$ cat src/rtl/freq_pkg.sv
// Shared types and elaboration-time helpers for freq_meter and the clock-divider family.
package freq_pkg;

  typedef enum logic [0:0] {
    IDLE    = 1'b0,
    MEASURE = 1'b1
  } state_e;

  localparam int SYNC_DEPTH_DEFAULT = 2;

  // Number of Clk cycles in one gate window (also used by the divider's terminal-count math).
  function automatic int gate_cycles(input int freq_in, input int rate_hz);
    return freq_in / rate_hz;
  endfunction

  // Width that holds count * mult without truncation.
  function automatic int sat_mul_w(input int count_w, input int mult);
    return count_w + $clog2(mult + 1);
  endfunction

endpackage

$ cat src/rtl/freq_meter_if.sv
// Control/result bundle of freq_meter. Period outputs exist only with FREQ_METER_PERIOD_EN.
interface freq_meter_if #(
  parameter int COUNT_WIDTH = 32
);
  logic                   Enable;
  logic                   SignalIn;
  logic [COUNT_WIDTH-1:0] FrequencyOut;
  logic                   Valid;
  logic                   Overflow;
`ifdef FREQ_METER_PERIOD_EN
  logic [COUNT_WIDTH-1:0] PeriodOut;
  logic                   PeriodValid;

  modport master (
    output Enable, SignalIn,
    input  FrequencyOut, Valid, Overflow, PeriodOut, PeriodValid
  );
  modport slave (
    input  Enable, SignalIn,
    output FrequencyOut, Valid, Overflow, PeriodOut, PeriodValid
  );
`else
  modport master (
    output Enable, SignalIn,
    input  FrequencyOut, Valid, Overflow
  );
  modport slave (
    input  Enable, SignalIn,
    output FrequencyOut, Valid, Overflow
  );
`endif
endinterface

$ cat src/rtl/sync_edge_detect.sv
// Multi-flop synchronizer for an asynchronous input followed by a one-flop rising-edge detector.
module sync_edge_detect #(
  parameter int DEPTH = 2
) (
  input  logic i_clk,
  input  logic i_rst,
  input  logic i_async,
  output logic o_rise
);

  logic [DEPTH-1:0] r_sync;
  logic             r_prev;

  if (DEPTH < 2) begin : g_chk_depth
    $error("sync_edge_detect: DEPTH must be at least 2");
  end

  always_ff @(posedge i_clk) begin
    if (i_rst) begin
      r_sync <= '0;
      r_prev <= 1'b0;
    end else begin
      r_sync <= {r_sync[DEPTH-2:0], i_async};
      r_prev <= r_sync[DEPTH-1];
    end
  end

  assign o_rise = r_sync[DEPTH-1] & ~r_prev;

endmodule

$ cat src/rtl/freq_meter.sv
// Counts synchronized SignalIn rising edges over a GATE_CYCLES window and reports Hz.
// Optional period measurement is enabled by defining FREQ_METER_PERIOD_EN.
module freq_meter
  import freq_pkg::*;
#(
  parameter int FREQUENCY_IN = 100_000_000,
  parameter int GATE_HZ      = 1,
  parameter int COUNT_WIDTH  = 32
) (
  input logic         Clk,
  input logic         Reset,
  freq_meter_if.slave bus
);

  localparam int GATE_CYCLES = gate_cycles(FREQUENCY_IN, GATE_HZ);
  localparam int GC_W        = $clog2(GATE_CYCLES);
  localparam int PROD_W      = sat_mul_w(COUNT_WIDTH, GATE_HZ);
  localparam logic [COUNT_WIDTH-1:0] CNT_MAX   = '1;
  localparam logic [GC_W-1:0]        GATE_LAST = GC_W'(GATE_CYCLES - 1);

  if (GATE_CYCLES < 2) begin : g_chk_gate
    $error("freq_meter: gate window must be at least 2 Clk cycles");
  end
  if ($clog2(GATE_HZ + 1) > COUNT_WIDTH) begin : g_chk_fit
    $error("freq_meter: GATE_HZ does not fit in COUNT_WIDTH");
  end

  logic                   w_rise;
  state_e                 r_state;
  state_e                 w_state_nxt;
  logic                   w_gate_end;
  logic                   w_count_en;
  logic [GC_W-1:0]        r_gcnt;
  logic [COUNT_WIDTH-1:0] r_ecnt;
  logic [COUNT_WIDTH-1:0] w_ecnt_tot;
  logic                   r_esat;
  logic                   w_esat_tot;
  logic [PROD_W-1:0]      w_prod;
  logic                   w_ovf;
  logic [COUNT_WIDTH-1:0] r_freq;
  logic                   r_valid;
  logic                   r_ovf;

  sync_edge_detect #(
    .DEPTH (SYNC_DEPTH_DEFAULT)
  ) u_sync (
    .i_clk   (Clk),
    .i_rst   (Reset),
    .i_async (bus.SignalIn),
    .o_rise  (w_rise)
  );

  always_ff @(posedge Clk) begin
    if (Reset) r_state <= IDLE;
    else       r_state <= w_state_nxt;
  end

  // Dropping Enable aborts the window before a gate end can be reported.
  always_comb begin
    w_state_nxt = r_state;
    w_gate_end  = 1'b0;
    w_count_en  = 1'b0;
    case (r_state)
      IDLE: begin
        if (bus.Enable) w_state_nxt = MEASURE;
      end
      MEASURE: begin
        if (!bus.Enable)              w_state_nxt = IDLE;
        else if (r_gcnt == GATE_LAST) w_gate_end  = 1'b1;
        else                          w_count_en  = 1'b1;
      end
      default: w_state_nxt = IDLE;
    endcase
  end

  // The edge arriving in the gate-end cycle still belongs to the closing window.
  assign w_ecnt_tot = (r_ecnt == CNT_MAX) ? r_ecnt : r_ecnt + COUNT_WIDTH'(w_rise);
  assign w_esat_tot = r_esat | ((r_ecnt == CNT_MAX) & w_rise);
  assign w_prod     = PROD_W'(w_ecnt_tot) * PROD_W'(GATE_HZ);
  assign w_ovf      = w_esat_tot | (|w_prod[PROD_W-1:COUNT_WIDTH]);

  always_ff @(posedge Clk) begin
    if (Reset || !w_count_en) begin
      r_gcnt <= '0;
      r_ecnt <= '0;
      r_esat <= 1'b0;
    end else begin
      r_gcnt <= r_gcnt + GC_W'(1);
      r_ecnt <= w_ecnt_tot;
      r_esat <= w_esat_tot;
    end
  end

  always_ff @(posedge Clk) begin
    if (Reset) begin
      r_freq  <= '0;
      r_valid <= 1'b0;
      r_ovf   <= 1'b0;
    end else begin
      r_valid <= w_gate_end;
      if (w_gate_end) begin
        r_ovf  <= w_ovf;
        r_freq <= w_ovf ? CNT_MAX : w_prod[COUNT_WIDTH-1:0];
      end
    end
  end

  assign bus.FrequencyOut = r_freq;
  assign bus.Valid        = r_valid;
  assign bus.Overflow     = r_ovf;

`ifdef FREQ_METER_PERIOD_EN
  logic                   r_per_armed;
  logic [COUNT_WIDTH-1:0] r_per_cnt;
  logic [COUNT_WIDTH-1:0] r_per_out;
  logic                   r_per_vld;

  // r_per_cnt holds the cycles elapsed since the last edge, so it restarts at 1.
  always_ff @(posedge Clk) begin
    if (Reset) begin
      r_per_armed <= 1'b0;
      r_per_cnt   <= '0;
      r_per_out   <= '0;
      r_per_vld   <= 1'b0;
    end else if (!bus.Enable) begin
      r_per_armed <= 1'b0;
      r_per_cnt   <= '0;
      r_per_vld   <= 1'b0;
    end else begin
      r_per_vld <= w_rise & r_per_armed;
      if (w_rise) begin
        r_per_armed <= 1'b1;
        r_per_cnt   <= COUNT_WIDTH'(1);
        if (r_per_armed) r_per_out <= r_per_cnt;
      end else if (r_per_cnt != CNT_MAX) begin
        r_per_cnt <= r_per_cnt + COUNT_WIDTH'(1);
      end
    end
  end

  assign bus.PeriodOut   = r_per_out;
  assign bus.PeriodValid = r_per_vld;
`endif

endmodule
$ cat src/flat_wrapper.sv
// flat-port wrapper written by rule: the top's interface ports become plain ports
module freq_meter_flat import freq_pkg::*;
#(
  parameter int FREQUENCY_IN = 100_000_000,
  parameter int GATE_HZ      = 1,
  parameter int COUNT_WIDTH  = 32
)
  (Clk, Reset, bus_Enable, bus_SignalIn, bus_FrequencyOut, bus_Valid, bus_Overflow);
  freq_meter_if #(.COUNT_WIDTH(COUNT_WIDTH)) bus_i ();
  input logic Clk;
  input logic Reset;
  input wire logic [$bits(bus_i.Enable)-1:0] bus_Enable;
  input wire logic [$bits(bus_i.SignalIn)-1:0] bus_SignalIn;
  output wire logic [$bits(bus_i.FrequencyOut)-1:0] bus_FrequencyOut;
  output wire logic [$bits(bus_i.Valid)-1:0] bus_Valid;
  output wire logic [$bits(bus_i.Overflow)-1:0] bus_Overflow;
  assign bus_i.Enable = bus_Enable;
  assign bus_i.SignalIn = bus_SignalIn;
  assign bus_FrequencyOut = bus_i.FrequencyOut;
  assign bus_Valid = bus_i.Valid;
  assign bus_Overflow = bus_i.Overflow;
  freq_meter #(.FREQUENCY_IN(FREQUENCY_IN), .GATE_HZ(GATE_HZ), .COUNT_WIDTH(COUNT_WIDTH)) u_core (.Clk(Clk), .Reset(Reset), .bus(bus_i));
endmodule
$ cat config.mk
export PLATFORM = sky130hd
export DESIGN_NAME = freq_meter_flat
export DESIGN_NICKNAME = d
export VERILOG_FILES = /design/src/rtl/freq_pkg.sv /design/src/rtl/freq_meter_if.sv /design/src/rtl/sync_edge_detect.sv /design/src/rtl/freq_meter.sv /design/src/flat_wrapper.sv
export SDC_FILE = /design/constraint.sdc
export NUM_CORES = 1
export LEC_CHECK = 0
export CAP_MARGIN = 20
export CORE_UTILIZATION = 40
export CTS_CLUSTER_DIAMETER = 150
export DETAILED_ROUTE_END_ITERATION = 16
export GPL_TIMING_DRIVEN = 0
export HOLD_SLACK_MARGIN = 0.12
export MAX_ROUTING_LAYER = met4
export SYNTH_ARGS = -nofsm -noshare
export SYNTH_HDL_FRONTEND = slang
export SYNTH_HIERARCHICAL = 1
export SYNTH_SLANG_ARGS = --single-unit
$ cat constraint.sdc
create_clock -name Clk -period 6.6 [get_ports Clk]
set_input_delay 0.99 -clock Clk [delete_from_list [all_inputs] [get_ports Clk]]
set_output_delay 0.99 -clock Clk [all_outputs]
set_load 0.02 [all_outputs]
==> results of run 1 <==
==> final timing paths <==
check	endpoint	slack, ns	cells after the start
hold / removal	u_core/bus.FrequencyOut[1]$_SDFFE_PP0P_	0.44	2
setup / recovery	u_core/bus.FrequencyOut[21]$_SDFFE_PP0P_	3.91	8
hold reg to reg	u_core/bus.FrequencyOut[1]$_SDFFE_PP0P_	0.44	2
setup reg to reg	u_core/bus.FrequencyOut[20]$_SDFFE_PP0P_	4.00	8
==> metrics by stage <==
step / hold slack, ns / setup WS (ns) / total power [W] / utilization (%) / std cells
global route: 0.470 / 3.74 / 0.00105 / 49.2 / 620
global placement: 0.422 / 3.57 / 0.000620 / 47.2 / 604
detailed placement: 0.432 / 3.54 / 0.000620 / 47.2 / 604
finish: 0.441 / 3.91 / 0.00100 / 49.2 / 620
CTS: 0.445 / 3.91 / 0.00102 / 49.2 / 620
floorplan: 0.413 / 4.39 / 0.000614 / - / 434
==> flip-flops by register name (all words and copies together) (netlist names) <==
name	cells
u_core/bus.FrequencyOut	32
u_core/r_ecnt	32
u_core/r_gcnt	27
u_core/u_sync/r_sync	2
u_core/bus.Overflow	1
u_core/bus.Valid	1
u_core/r_esat	1
u_core/r_state	1
u_core/u_sync/r_prev	1
==> cells by family after synthesis <==
logic type / Yosys count / share of synthesized area (%)
fa+ha+maj: 3 / 0.912
flops: 98 / 47.6
buf+inv: 22 / 2.70
mux: 2 / 0.486
simple gates: 206 / 27.7
compound gates: 58 / 11.0
xor+xnor: 45 / 9.57
==> where the power goes <==
part           internal [W]  switching [W]
clock network      0.000186       0.000209
registers          0.000592    0.000000596
logic            0.00000407     0.00000917
total              0.000782       0.000219
==> Yosys cell counts, types with 5 or more instances <==
| library cell | n |
|---|---|
| nor2_1 | 49 |
| buf_2 | 11 |
| nand2_1 | 35 |
| xnor2_1 | 19 |
| a22o_1 | 10 |
| and4_1 | 7 |
| clkbuf_1 | 6 |
| nor2b_1 | 26 |
| and3_1 | 10 |
| xor2_1 | 26 |
| nor3_1 | 5 |
| or3_1 | 6 |
| dfxtp_1 | 98 |
| nand3_1 | 30 |
| a221o_1 | 19 |
| a21oi_1 | 11 |
| o21ai_0 | 8 |
| nand4_1 | 15 |
| o31ai_1 | 5 |
==> routing by layer <==
layer | part of all wire [%] | GRT usage (%) | wire (um) | up-vias
met2 | 46 | 30.5 | 4120 | 73
met4 | 2.1 | 6.83 | 190 | 0
met5 | 0 | - | 0 | -
met1 | 47 | 24.5 | 4220 | 1516
met3 | 4.7 | 3.76 | 421 | 15
li1 | - | - | - | 1643
==> final cells by class <==
type	instances	area, sq um	share of cell area (%)
clock buffers	10	138	2.83
inverters	2	7.51	0.155
plain buffers	20	104	2.14
well taps	133	166	3.43
multi-input cells	314	2040	42.1
repair buffers	37	370	7.62
flip-flops and latches	98	1960	40.4
clock inverters	6	65.1	1.34
==> worst max-delay path: stages <==
cell and delay (ns):
clkdlybuf4s50_1 0.62, nand3b_1 0.22, and2b_1 0.20, buf_4 0.15, nor2b_2 0.14, buf_4 0.19, buf_6 0.15, a221o_1 0.26
==> flow_summary.yaml, run 1 <==
routing:
  drtIter0Drc: 100
  wl_um: 8940
  route.vias.total: 3247
  drc: 0
  postRouteAntennaNets: 0
  vias_per_cell: 5.24
  dr.pass1.iters: 4
  post_drt_wl_per_cell_um: 14.4
critical_path:
  worstPathRequired_ns: 6.84
  r2r-start: "u_core/u_sync/r_sync[1]$_SDFF_PP0_"
  start_kind: "input port"
  cp_data_arrival_time_ns: 2.93
  worst-path-max-fanout: 10
  crit_path_end_kind: "flop"
  startpoint: "Reset"
  crit_type: "in2reg"
timing:
  setup_tns_ns: 0
  finalCritPeriodShare_pct: 40.8
  fin_skew_ns: 0.0115
  worst_pin_slew_ns: 0.664
  min_period_ns: 2.69
  finalSetupViolCount: 0
  max_freq_mhz: 371
  rsz0062_at_grt: "no"
  hold_viol: 0
  slew-limit-headroom_pct: 55.4
  finalMaxSlewViolations: 0
global_routing:
  grt_pass1_vias: 3167
  grt_pass1_wl_um: 15300
  antenna_found_initial: 0
  overflow: 0
  grt_max_degree: 17
  track_usage_pct: 19.3
power_and_ir_drop:
  vdd_drop_max_uv: 106
  power_density_mw_per_mm2: 206
  power.leakage_nw: 1.76
logic_synthesis:
  synthCells: 434
  seq_area_frac_synth_pct: 47.6
  syn_avg_cell_area_sq_um: 9.49
  synth.top_cell.area_share_pct: 47.6
  synth_flop_cell: "dfxtp_1"
  ys_seq_elements: 98
  syn_area_sq_mm: 0.00412
  synth_cell_types: 46
  synthTopCellsByArea: "dfxtp_1, xor2_1, a221o_1"
  synth_edf_count: 0
  yosys_warnings: 6
  synth_top_area_cell: "dfxtp_1"
  syn_nets: 441
  synth_async_sr_flop_share_pct: 0
cts:
  cts_hold_buf: 0
  cts_tree: "done"
  numCtsBuffers: 9
  cts_max_level: 3
  clk_path_buf_depth: 2
  clkTransAtPathRegs_ns: 0.09
  clk_latency_ns: 0.36
  ctsResizeCount: 0
  cts.sinks: 98
  root_buffer: "clkbuf_8"
  cts_setup_buffers: 0
floorplanning:
  start_util_pct: 41.7
  num_io_pins: 38
  coreArea_sq_mm: 0.00986
  die_y_um: 103
  dieArea_sq_mm: 0.0107
  num_rows: 36
  die_width_um: 103
place:
  place_area_sq_mm: 0.00465
  dp_hpwl_um: 6430
  numPortBuffers: 37
  gp_congestion: 0.888
final_layout:
  final_cell_mix: "dfxtp_1, nor2_1, clkdlybuf4s50_1"
  final_common_cell: "dfxtp_1"
  diodes: 0
  nets: 489
  fillCellCount: 946
  final_area_sq_mm: 0.00486
  area_growth_syn_to_layout_pct: 18.0
  layout-drive-gt1-share_pct: 8.83
run:
  maxCapViolCount: 0
run_status:
  status: "complete, no violations"
worst_hold_path:
  hp-start: "u_core/bus.FrequencyOut[1]$_SDFFE_PP0P_"
  min-delay-path-class: "reg2reg"
Note: power is estimated with default switching activity, not from simulation.
==> run 2, diff against run 1 <==
==> constraint.sdc (replaced) <==
create_clock -name Clk -period 2.8 [get_ports Clk]
set_input_delay 0.42 -clock Clk [delete_from_list [all_inputs] [get_ports Clk]]
set_output_delay 0.42 -clock Clk [all_outputs]
set_load 0.02 [all_outputs]
==> run 2 against run 1 <==
Compared with the run above:
- sequential power is 140% higher
- flip-flop and latch count stayed put
- die area stayed put
- register-to-register slack worse by 3.7 ns
- critical endpoint unchanged
- largest power group unchanged
==> flow_summary.yaml, run 2 (same netlist as run 1, synthesis figures left out) <==
global_routing:
  track_usage_pct: 19.3
  antenna_found_initial: 0
  grt_pass1_vias: 3167
  grt_max_degree: 17
  grt_pass1_wl_um: 15300
  overflow: 0
floorplanning:
  dieArea_sq_mm: 0.0107
  die_width_um: 103
  num_io_pins: 38
  coreArea_sq_mm: 0.00986
  die_y_um: 103
  start_util_pct: 41.7
  num_rows: 36
power_and_ir_drop:
  p_sw_w: 0.000514
  vdd_drop_max_uv: 250
  clockPowerShare_pct: 39.4
  p_int_w: 0.00184
  combPwrFrac_pct: 1.3
  seqPwrFrac_pct: 59.2
  power.total_w: 0.00236
  power_density_mw_per_mm2: 484
  power.leakage_nw: 1.80
  p_sw_share_pct: 21.8
final_layout:
  seqCellArea_sq_mm: 0.00196
  diodes: 0
  final_area_sq_mm: 0.00487
  fillCellCount: 944
  final_common_cell: "dfxtp_1"
  layout-drive-gt1-share_pct: 8.83
  nets: 489
  area_growth_syn_to_layout_pct: 18.4
  multi_input_area_sq_mm: 0.00206
  final_cell_count_no_fill: 620
  final_cell_mix: "dfxtp_1, nor2_1, clkdlybuf4s50_1"
critical_path:
  crit_chain: "nor2b_2, ha_1, nand4_1, nor4_4, o31ai_1, nor3_1, xor2_1, a221o_1"
  start_kind: "flop"
  worstPathRequired_ns: 3.04
  slowest_delay_ns: 0.48
  crit_type: "reg2reg"
  cp_top_family: "simple AND/OR/NAND/NOR gates"
  crit_path_end_kind: "flop"
  worst-path-buf-inv: 0
  crit_path_top_delay_cell: "nor4_4"
  worst-path-max-fanout: 5
  cp_data_arrival_time_ns: 2.73
timing:
  fin_skew_ns: 0.0119
  min_period_ns: 2.49
  finalMaxSlewViolations: 0
  setup_tns_ns: 0
  finalSetupViolCount: 0
  worst_pin_slew_ns: 0.674
  slew-limit-headroom_pct: 54.7
  hold_viol: 0
  rsz0062_at_grt: "no"
  finalCritPeriodShare_pct: 89.0
  max_freq_mhz: 401
routing:
  drtIter0Drc: 101
  post_drt_wl_per_cell_um: 14.5
  dr.pass1.iters: 5
  drc: 0
  wl_um: 8980
  postRouteAntennaNets: 0
  vias_per_cell: 5.26
  route.vias.total: 3264
cts:
  cts_max_level: 3
  cts_tree: "done"
  clk_latency_ns: 0.36
  numCtsBuffers: 9
  cts_setup_buffers: 0
  clkTransAtPathRegs_ns: 0.09
  root_buffer: "clkbuf_8"
  cts.sinks: 98
  clk_path_buf_depth: 2
place:
  gp_congestion: 0.888
  dpl.cell_count: 604
  dp_hpwl_um: 6430
  place_area_sq_mm: 0.00465
  numPortBuffers: 37
worst_hold_path:
  min-delay-path-class: "reg2reg"
run_status:
  status: "complete, no violations"
run:
  maxCapViolCount: 0
==> run 2: power by group through the flow <==
stage	clock network [W]	logic (W)	registers (W)
after floorplan	0	0.0000170	0.00143
after global placement	0	0.0000312	0.00143
after detailed placement	0	0.0000315	0.00143
after CTS	0.000964	0.0000315	0.00140
after global routing	0.00103	0.0000346	0.00140
final	0.000930	0.0000313	0.00140
==> run 2: worst reg2reg max path, stage by stage, from the launching register on <==
cell,delay [ns]
dfxtp_1,0.33
nor2b_2,0.19
ha_1,0.23
nand4_1,0.23
nor4_4,0.49
o31ai_1,0.19
nor3_1,0.26
xor2_1,0.13
a221o_1,0.34
==> run 2: metal layers <==
metal	vias up	wire (um)	GRT usage (%)
li1	1640	-	-
met1	1527	4230	24.5
met2	82	4150	30.5
met3	15	411	3.76
met4	0	190	6.83
met5	-	0	-
==> run 2: area by class of cell <==
class	instances	area share, %
multi-input combinational	314	42.3
buffer	20	2.13
inverter	2	0.154
tap	133	3.41
sequential	98	40.2
clock buffer	10	2.82
timing repair buffer	37	7.60
clock inverter	6	1.33
==> run 2: through the flow <==
| step | utilization [%] | setup slack (ns) | hold slack [ns] |
|---|---|---|---|
| after floorplan | - | 0.657 | 0.413 |
| after global placement | 47.2 | 0.196 | 0.422 |
| after detailed placement | 47.2 | 0.213 | 0.432 |
| after CTS | 49.2 | 0.159 | 0.445 |
| after global routing | 49.4 | 0.109 | 0.470 |
| final | 49.4 | 0.308 | 0.441 |
==> run 2: repair_timing <==
action | 4_1_cts | 5_1_grt
resized for setup | 0 | 2
endpoints found under the setup margin | 0 | 2
hold buffers | 0 | 0
==> run 2: path summary, 6_finish.rpt <==
check | slack, ns | end | cells past startpoint | from
worst min register to register | 0.44 | u_core/bus.FrequencyOut[1]$_SDFFE_PP0P_ | 2 | u_core/bus.FrequencyOut[1]$_SDFFE_PP0P_
worst max-delay path | 0.31 | u_core/bus.FrequencyOut[21]$_SDFFE_PP0P_ | 8 | u_core/u_sync/r_sync[1]$_SDFF_PP0_
worst max register to register | 0.31 | u_core/bus.FrequencyOut[21]$_SDFFE_PP0P_ | 8 | u_core/u_sync/r_sync[1]$_SDFF_PP0_
worst min-delay path | 0.44 | u_core/bus.FrequencyOut[1]$_SDFFE_PP0P_ | 2 | u_core/bus.FrequencyOut[1]$_SDFFE_PP0P_
